<file path="config.mk">
export PLATFORM = sky130hd
export DESIGN_NAME = mem_port_arbiter_flat
export DESIGN_NICKNAME = d
export VERILOG_FILES = /design/src/rtl/mem_port_arbiter_if.sv /design/src/rtl/mem_port_arbiter.sv /design/src/flat_wrapper.sv
export SDC_FILE = /design/constraint.sdc
export NUM_CORES = 1
export LEC_CHECK = 0
export CORE_UTILIZATION = 39
export CTS_BUF_LIST = sky130_fd_sc_hd__clkbuf_8
export CTS_CLUSTER_SIZE = 25
export DETAILED_ROUTE_END_ITERATION = 6
export PLACE_DENSITY_LB_ADDON = 0.1
export SYNTH_ARGS = -nofsm -noshare
export SYNTH_HDL_FRONTEND = slang
export SYNTH_SLANG_ARGS = --single-unit
</file>
<file path="constraint.sdc">
create_clock -name clk -period 1.55 [get_ports clk]
set_input_delay 0.31 -clock clk [delete_from_list [all_inputs] [get_ports clk]]
set_output_delay 0.31 -clock clk [all_outputs]
set_load 0.01 [all_outputs]
</file>
<file path="src/rtl/mem_port_arbiter_if.sv">
// Bundle of the fetch, data, RAM and status signals around the memory port arbiter.
// The arbiter uses the slave view; the CPU core and RAM together form the master view.
interface mem_port_arbiter_if;
    logic        i_req;
    logic [31:0] i_addr;
    logic        i_kill;
    logic [31:0] i_rdata;
    logic        i_done;
    logic        d_req;
    logic        d_we;
    logic [3:0]  d_wmask;
    logic [31:0] d_addr;
    logic [31:0] d_wdata;
    logic [31:0] d_rdata;
    logic        d_done;
    logic        stall_if;
    logic        stall_mem;
    logic        m_ce;
    logic        m_we;
    logic [3:0]  m_wmask;
    logic [31:0] m_addr;
    logic [31:0] m_wdata;
    logic [31:0] m_rdata;
    logic        busy;

    modport slave (
        input  i_req, i_addr, i_kill, d_req, d_we, d_wmask, d_addr, d_wdata, m_rdata,
        output i_rdata, i_done, d_rdata, d_done, stall_if, stall_mem,
               m_ce, m_we, m_wmask, m_addr, m_wdata, busy
    );

    modport master (
        output i_req, i_addr, i_kill, d_req, d_we, d_wmask, d_addr, d_wdata, m_rdata,
        input  i_rdata, i_done, d_rdata, d_done, stall_if, stall_mem,
               m_ce, m_we, m_wmask, m_addr, m_wdata, busy
    );
endinterface

</file>
<file path="src/rtl/mem_port_arbiter.sv">
// Shares one single-port synchronous RAM between instruction fetch and the MEM stage.
// Data has priority; a streak counter forces a fetch grant after STARVE_MAX data wins.
module mem_port_arbiter #(
    parameter int MEM_LAT    = 1,
    parameter int STARVE_MAX = 4
) (
    input logic               clk,
    input logic               resetn,
    mem_port_arbiter_if.slave bus
);
    localparam logic [3:0] LAT_LOAD   = 4'(MEM_LAT);
    localparam logic [3:0] STREAK_MAX = 4'(STARVE_MAX);

    typedef enum logic [1:0] {IDLE, ISSUE, WAIT} state_t;

    state_t      state, stateNext;
    logic [3:0]  latCnt;
    logic [3:0]  streak;
    logic        ownData;
    logic        killFlag;
    logic        iElig, dElig;
    logic        grantFetch, grantData;
    logic [31:0] addrSel;

    assign bus.stall_if  = bus.i_req & ~bus.i_done;
    assign bus.stall_mem = bus.d_req & ~bus.d_done;
    assign bus.busy      = (state != IDLE);

    // A requester whose done is pulsing this cycle still shows its old req; skip it.
    always_comb begin
        iElig      = bus.i_req & ~bus.i_kill & ~bus.i_done;
        dElig      = bus.d_req & ~bus.d_done;
        grantFetch = 1'b0;
        grantData  = 1'b0;
        stateNext  = state;
        case (state)
            IDLE: begin
                if (iElig && (!dElig || streak == STREAK_MAX)) begin
                    grantFetch = 1'b1;
                    stateNext  = ISSUE;
                end else if (dElig) begin
                    grantData = 1'b1;
                    stateNext = ISSUE;
                end
            end
            ISSUE:   stateNext = bus.m_we ? IDLE : WAIT;
            WAIT:    if (latCnt == 4'd1) stateNext = IDLE;
            default: stateNext = IDLE;
        endcase
        addrSel = grantFetch ? bus.i_addr : bus.d_addr;
    end

    always_ff @(posedge clk) begin
        if (!resetn) begin
            state       <= IDLE;
            latCnt      <= 4'd0;
            streak      <= 4'd0;
            ownData     <= 1'b0;
            killFlag    <= 1'b0;
            bus.m_ce    <= 1'b0;
            bus.m_we    <= 1'b0;
            bus.m_wmask <= 4'b0;
            bus.m_addr  <= 32'b0;
            bus.m_wdata <= 32'b0;
            bus.i_rdata <= 32'b0;
            bus.d_rdata <= 32'b0;
            bus.i_done  <= 1'b0;
            bus.d_done  <= 1'b0;
        end else begin
            state      <= stateNext;
            bus.i_done <= 1'b0;
            bus.d_done <= 1'b0;
            case (state)
                IDLE: begin
                    if (grantFetch || grantData) begin
                        bus.m_ce    <= 1'b1;
                        bus.m_we    <= grantData & bus.d_we;
                        bus.m_wmask <= (grantData & bus.d_we) ? bus.d_wmask : 4'b0;
                        bus.m_addr  <= addrSel & ~32'h3;
                        bus.m_wdata <= grantData ? bus.d_wdata : 32'b0;
                        ownData     <= grantData;
                        killFlag    <= 1'b0;
                        // Only data wins taken over a waiting fetch count toward starvation.
                        if (grantData && bus.i_req) begin
                            if (streak != STREAK_MAX) streak <= streak + 4'd1;
                        end else begin
                            streak <= 4'd0;
                        end
                    end
                end
                ISSUE: begin
                    bus.m_ce <= 1'b0;
                    bus.m_we <= 1'b0;
                    latCnt   <= LAT_LOAD;
                    if (bus.m_we) bus.d_done <= 1'b1;
                    if (!ownData && bus.i_kill) killFlag <= 1'b1;
                end
                WAIT: begin
                    latCnt <= latCnt - 4'd1;
                    if (!ownData && bus.i_kill) killFlag <= 1'b1;
                    if (latCnt == 4'd1) begin
                        if (ownData) begin
                            bus.d_rdata <= bus.m_rdata;
                            bus.d_done  <= 1'b1;
                        end else if (!(killFlag || bus.i_kill)) begin
                            bus.i_rdata <= bus.m_rdata;
                            bus.i_done  <= 1'b1;
                        end
                    end
                end
                default: ;
            endcase
        end
    end
endmodule

</file>
<file path="src/flat_wrapper.sv">
// flat-port wrapper written by rule: the top's interface ports become plain ports
module mem_port_arbiter_flat 
#(
    parameter int MEM_LAT    = 1,
    parameter int STARVE_MAX = 4
)
  (clk, resetn, bus_i_req, bus_i_addr, bus_i_kill, bus_d_req, bus_d_we, bus_d_wmask, bus_d_addr, bus_d_wdata, bus_m_rdata, bus_i_rdata, bus_i_done, bus_d_rdata, bus_d_done, bus_stall_if, bus_stall_mem, bus_m_ce, bus_m_we, bus_m_wmask, bus_m_addr, bus_m_wdata, bus_busy);
  mem_port_arbiter_if bus_i ();
  input logic clk;
  input logic resetn;
  input wire logic [$bits(bus_i.i_req)-1:0] bus_i_req;
  input wire logic [$bits(bus_i.i_addr)-1:0] bus_i_addr;
  input wire logic [$bits(bus_i.i_kill)-1:0] bus_i_kill;
  input wire logic [$bits(bus_i.d_req)-1:0] bus_d_req;
  input wire logic [$bits(bus_i.d_we)-1:0] bus_d_we;
  input wire logic [$bits(bus_i.d_wmask)-1:0] bus_d_wmask;
  input wire logic [$bits(bus_i.d_addr)-1:0] bus_d_addr;
  input wire logic [$bits(bus_i.d_wdata)-1:0] bus_d_wdata;
  input wire logic [$bits(bus_i.m_rdata)-1:0] bus_m_rdata;
  output wire logic [$bits(bus_i.i_rdata)-1:0] bus_i_rdata;
  output wire logic [$bits(bus_i.i_done)-1:0] bus_i_done;
  output wire logic [$bits(bus_i.d_rdata)-1:0] bus_d_rdata;
  output wire logic [$bits(bus_i.d_done)-1:0] bus_d_done;
  output wire logic [$bits(bus_i.stall_if)-1:0] bus_stall_if;
  output wire logic [$bits(bus_i.stall_mem)-1:0] bus_stall_mem;
  output wire logic [$bits(bus_i.m_ce)-1:0] bus_m_ce;
  output wire logic [$bits(bus_i.m_we)-1:0] bus_m_we;
  output wire logic [$bits(bus_i.m_wmask)-1:0] bus_m_wmask;
  output wire logic [$bits(bus_i.m_addr)-1:0] bus_m_addr;
  output wire logic [$bits(bus_i.m_wdata)-1:0] bus_m_wdata;
  output wire logic [$bits(bus_i.busy)-1:0] bus_busy;
  assign bus_i.i_req = bus_i_req;
  assign bus_i.i_addr = bus_i_addr;
  assign bus_i.i_kill = bus_i_kill;
  assign bus_i.d_req = bus_d_req;
  assign bus_i.d_we = bus_d_we;
  assign bus_i.d_wmask = bus_d_wmask;
  assign bus_i.d_addr = bus_d_addr;
  assign bus_i.d_wdata = bus_d_wdata;
  assign bus_i.m_rdata = bus_m_rdata;
  assign bus_i_rdata = bus_i.i_rdata;
  assign bus_i_done = bus_i.i_done;
  assign bus_d_rdata = bus_i.d_rdata;
  assign bus_d_done = bus_i.d_done;
  assign bus_stall_if = bus_i.stall_if;
  assign bus_stall_mem = bus_i.stall_mem;
  assign bus_m_ce = bus_i.m_ce;
  assign bus_m_we = bus_i.m_we;
  assign bus_m_wmask = bus_i.m_wmask;
  assign bus_m_addr = bus_i.m_addr;
  assign bus_m_wdata = bus_i.m_wdata;
  assign bus_busy = bus_i.busy;
  mem_port_arbiter #(.MEM_LAT(MEM_LAT), .STARVE_MAX(STARVE_MAX)) u_core (.clk(clk), .resetn(resetn), .bus(bus_i));
endmodule
</file>
==> results.py <==
metrics = {
    "outcome": {
        "status": "complete, but fails checks",
        "violations": "negative setup slack",
    },
    "synthesis": {
        "synth_xor_area_share_pct": 0,
        "synth_warnings": 0,
        "synth.distinct_cells": 51,
        "synth_top_family_by_area": "compound AO/OA/AOI/OAI gates",
        "synth-compound-area-share_pct": 19.3,
        "yosys.area.top_type_share_pct": 46.9,
        "synth_flop_cell": "dfxtp_1",
        "synth_top_area_cell": "dfxtp_1",
        "avgSynthCellArea_sq_um": 10.1,
        "yosys.area_share.simple_pct": 13.0,
        "netlist_instances": 614,
        "async_flop_share_pct": 0,
        "synth_edf_count": 0,
        "synthTopCellsByArea": "dfxtp_1 (47%), mux2i_1 (11%), a2111oi_2 (7.0%)",
        "synth.area.mux_share_pct": 10.8,
        "ys_seq_area_share_pct": 46.9,
        "syn_area_sq_mm": 0.00623,
        "synth_fa_ha_area_share_pct": 1.81,
        "ys_ff_latch": 146,
    },
    "clock_network": {
        "clk_latency_ns": 0.46,
        "h-tree-depth": 4,
        "cts_buffers": 17,
        "cts_tree": "yes",
        "clockBufferDepth": 2,
        "path_clk_slew_ns": 0.08,
        "ctsHoldBuffers": 0,
        "cts_root_buffer": "clkbuf_8",
        "cts_sinks": 146,
    },
    "power_and_ir_drop": {
        "leakage_uw": 0.00543,
        "combPwrFrac_pct": 47.6,
        "p_int_uw": 9420,
        "ir_worst_vdd_v": 0.000660,
        "sequentialPowerShare_pct": 32.0,
        "switching_share_pct": 35.8,
        "power_density_mw_per_mm2": 1230,
        "p_clk_share_pct": 20.4,
        "p_switching_uw": 5240,
    },
    "worst_setup_path": {
        "crit_buf_inv": 2,
        "crit_required_ns": 1.89,
        "cp_slowest_cell": "or4_4",
        "worstPathCellList": "buf_4 -> ha_4 -> nand4bb_1 -> or4_4 -> clkbuf_16 -> mux2i_1",
        "cp_max_fo": 8,
        "start_kind": "flip-flop",
        "crit_path_max_incr_delay_ns": 0.56,
        "cp-end-kind": "flip-flop",
        "path_delay_family": "simple AND/OR/NAND/NOR gates",
        "crit_arrival_ns": 2.16,
        "worstSetupPathType": "reg -> reg",
    },
    "finish": {
        "mostFrequentLayoutCells": "dfxtp_1 (137), dlygate4sd2_1 (133), clkdlybuf4s50_1 (131), nand2_1 (104), mux2i_1 (67)",
        "final_nets": 1117,
        "syn_to_final_growth_pct": 90.9,
        "fin_cells": 1195,
        "drive_gt1_share_pct": 30.0,
        "final_common_cell": "dfxtp_1",
    },
    "floorplanning": {
        "core_area_sq_mm": 0.0154,
        "num_rows": 45,
        "die_w_microns": 128,
        "start_util_pct": 40.5,
        "dieArea_sq_mm": 0.0165,
        "die_height_microns": 128,
        "pin_count": 277,
    },
    "sta": {
        "finalCritPeriodShare_pct": 117,
        "post-route-min-period_ns": 1.82,
        "slew_headroom_pct": 41.6,
        "setup_tns_ns": -24.12,
        "hold_viol_final": 0,
        "worst_pin_slew_ns": 0.877,
        "finalSetupViolations": 141,
        "slew_viol_final": 0,
        "setup_slack_ns": -0.270,
        "fmax_ghz": 0.549,
        "rsz0062_at_grt": "true",
        "skew_ns": 0.0136,
    },
    "global_routing": {
        "grt_max_degree": 112,
        "antenna_found_initial": 1,
        "grt_usage_pct": 28.5,
        "grt-ovfl-total": 0,
        "grt_pass1_vias": 6546,
        "grt_pass1_wl_microns": 35900,
    },
    "detailed_routing": {
        "dr.pass1.iters": 4,
        "top_layer": "met4",
        "met3_length_microns": 1920,
        "via_count": 6331,
        "route.detailed.drc": 0,
        "wl_met1_microns": 9430,
        "avgViaCountPerCell": 5.30,
        "drt-total-wl_microns": 25200,
        "ant_nets": 0,
        "initialDrtViolationCount": 399,
        "wl_per_cell_microns": 21.1,
        "route.met2.wl_microns": 12900,
    },
    "placement": {
        "dp_cells": 1091,
        "portBuffers": 270,
        "dpl.hpwl_microns": 13200,
        "gp_congestion": 0.792,
    },
    "job": {
        "maxCapViolCount": 0,
    },
    "worst_hold_path": {
        "hold_class": "in -> reg",
    },
}
## cells by family after synthesis
family | count (synthesis)
other | 1
AO/OA/AOI/OAI | 124
adder cells (fa/ha/maj) | 9
flip-flops | 146
multiplexers | 67
buffers and inverters | 99
AND/OR/NAND/NOR | 168
## power groups by stage
stage / combinational, uW / clock (uW) / sequential [uW]
finish: 6970 / 2990 / 4690
global route: 7280 / 3200 / 4740
CTS: 6130 / 3010 / 4610
detailed placement: 4190 / 0 / 4620
global placement: 4070 / 0 / 4600
floorplan: 1960 / 0 / 4810
## stage by stage
| step | total power (uW) | hold WS (ns) | setup WS (ns) | instance area, sq um | utilization, % |
|---|---|---|---|---|---|
| global placement | 8670 | 0.444 | -0.816 | 9430 | 61.3 |
| CTS | 13800 | 0.359 | -0.256 | 11300 | 73.3 |
| detailed placement | 8810 | 0.452 | -0.892 | 9430 | 61.3 |
| global route | 15200 | 0.378 | -0.322 | 11900 | 77.3 |
| finish | 14700 | 0.379 | -0.270 | 11900 | 77.3 |
| floorplan | 6770 | 0.436 | -0.0500 | 6290 | - |
## synth_stat cells, drive strengths merged, types with 2 or more instances
cell type and n:
dfxtp 146, nand2 104, mux2i 67, inv 44, a22o 37, buf 37, a211oi 35, nor3 34
a2111oi 30, clkbuf 18, ha 9, a21oi 4, a211o 3, nand4b 3, nor2 3, o21ai 3
or3b 3, a31oi 2, a32o 2, and2 2, and3b 2, nand3 2, nand3b 2, nand4bb 2
nor2b 2
## flip-flops by register name, indices dropped and copies added, names as in the netlist
name,count
u_core.bus.d_rdata,32
u_core.bus.i_rdata,32
u_core.bus.m_wdata,32
u_core.bus.m_addr,30
u_core.bus.m_wmask,4
u_core.latCnt,4
u_core.streak,4
u_core.state,2
u_core.bus.d_done,1
u_core.bus.i_done,1
u_core.bus.m_ce,1
u_core.bus.m_we,1
u_core.killFlag,1
u_core.ownData,1
## worst reg2reg max path, delay by kind of cell, from the launching register on
family,cells,cell delay (ns)
flip-flops,1,0.36
multiplexers,1,0.12
adder cells (fa/ha/maj),1,0.14
buffers and inverters,2,0.38
AND/OR/NAND/NOR,2,0.70
## routing by layer
| metal | track usage [%] | up-vias |
|---|---|---|
| met3 | 8.40 | 66 |
| met1 | 31.5 | 3053 |
| met2 | 50.8 | 307 |
| met5 | 0 | - |
| met4 | 12.4 | 0 |
| li1 | - | 2905 |
## timing repair
item / 4_1_cts / 5_1_grt
buffers inserted: 45 / 11
endpoints found under the setup margin: 278 / 131
pin swaps: 60 / 54
gates resized for setup: 326 / 62
hold endpoints to repair: 0 / 0
gates cloned: 14 / 8
## path summary, 6_finish.rpt
path                         start                endpoint  slack (ns)  cells after the start
max                u_core.state[1]  u_core.bus.i_rdata[20]       -0.27                      6
min                         resetn       u_core.bus.i_done        0.38                      4
max reg2reg        u_core.state[1]  u_core.bus.i_rdata[20]       -0.27                      6
min reg2reg  u_core.bus.d_rdata[2]   u_core.bus.d_rdata[2]        0.46                      2
## final cells by class
type / count / area, sq um
Timing Repair Buffer: 390 / 4210
Multi-Input combinational cell: 371 / 3910
Fill cell: 981 / 3490
Sequential cell: 146 / 2940
Tap cell: 211 / 264
Clock buffer: 19 / 262
Inverter: 44 / 170
Clock inverter: 13 / 126
Antenna cell: 1 / 2.50
Power figures use the tool's default switching activity.
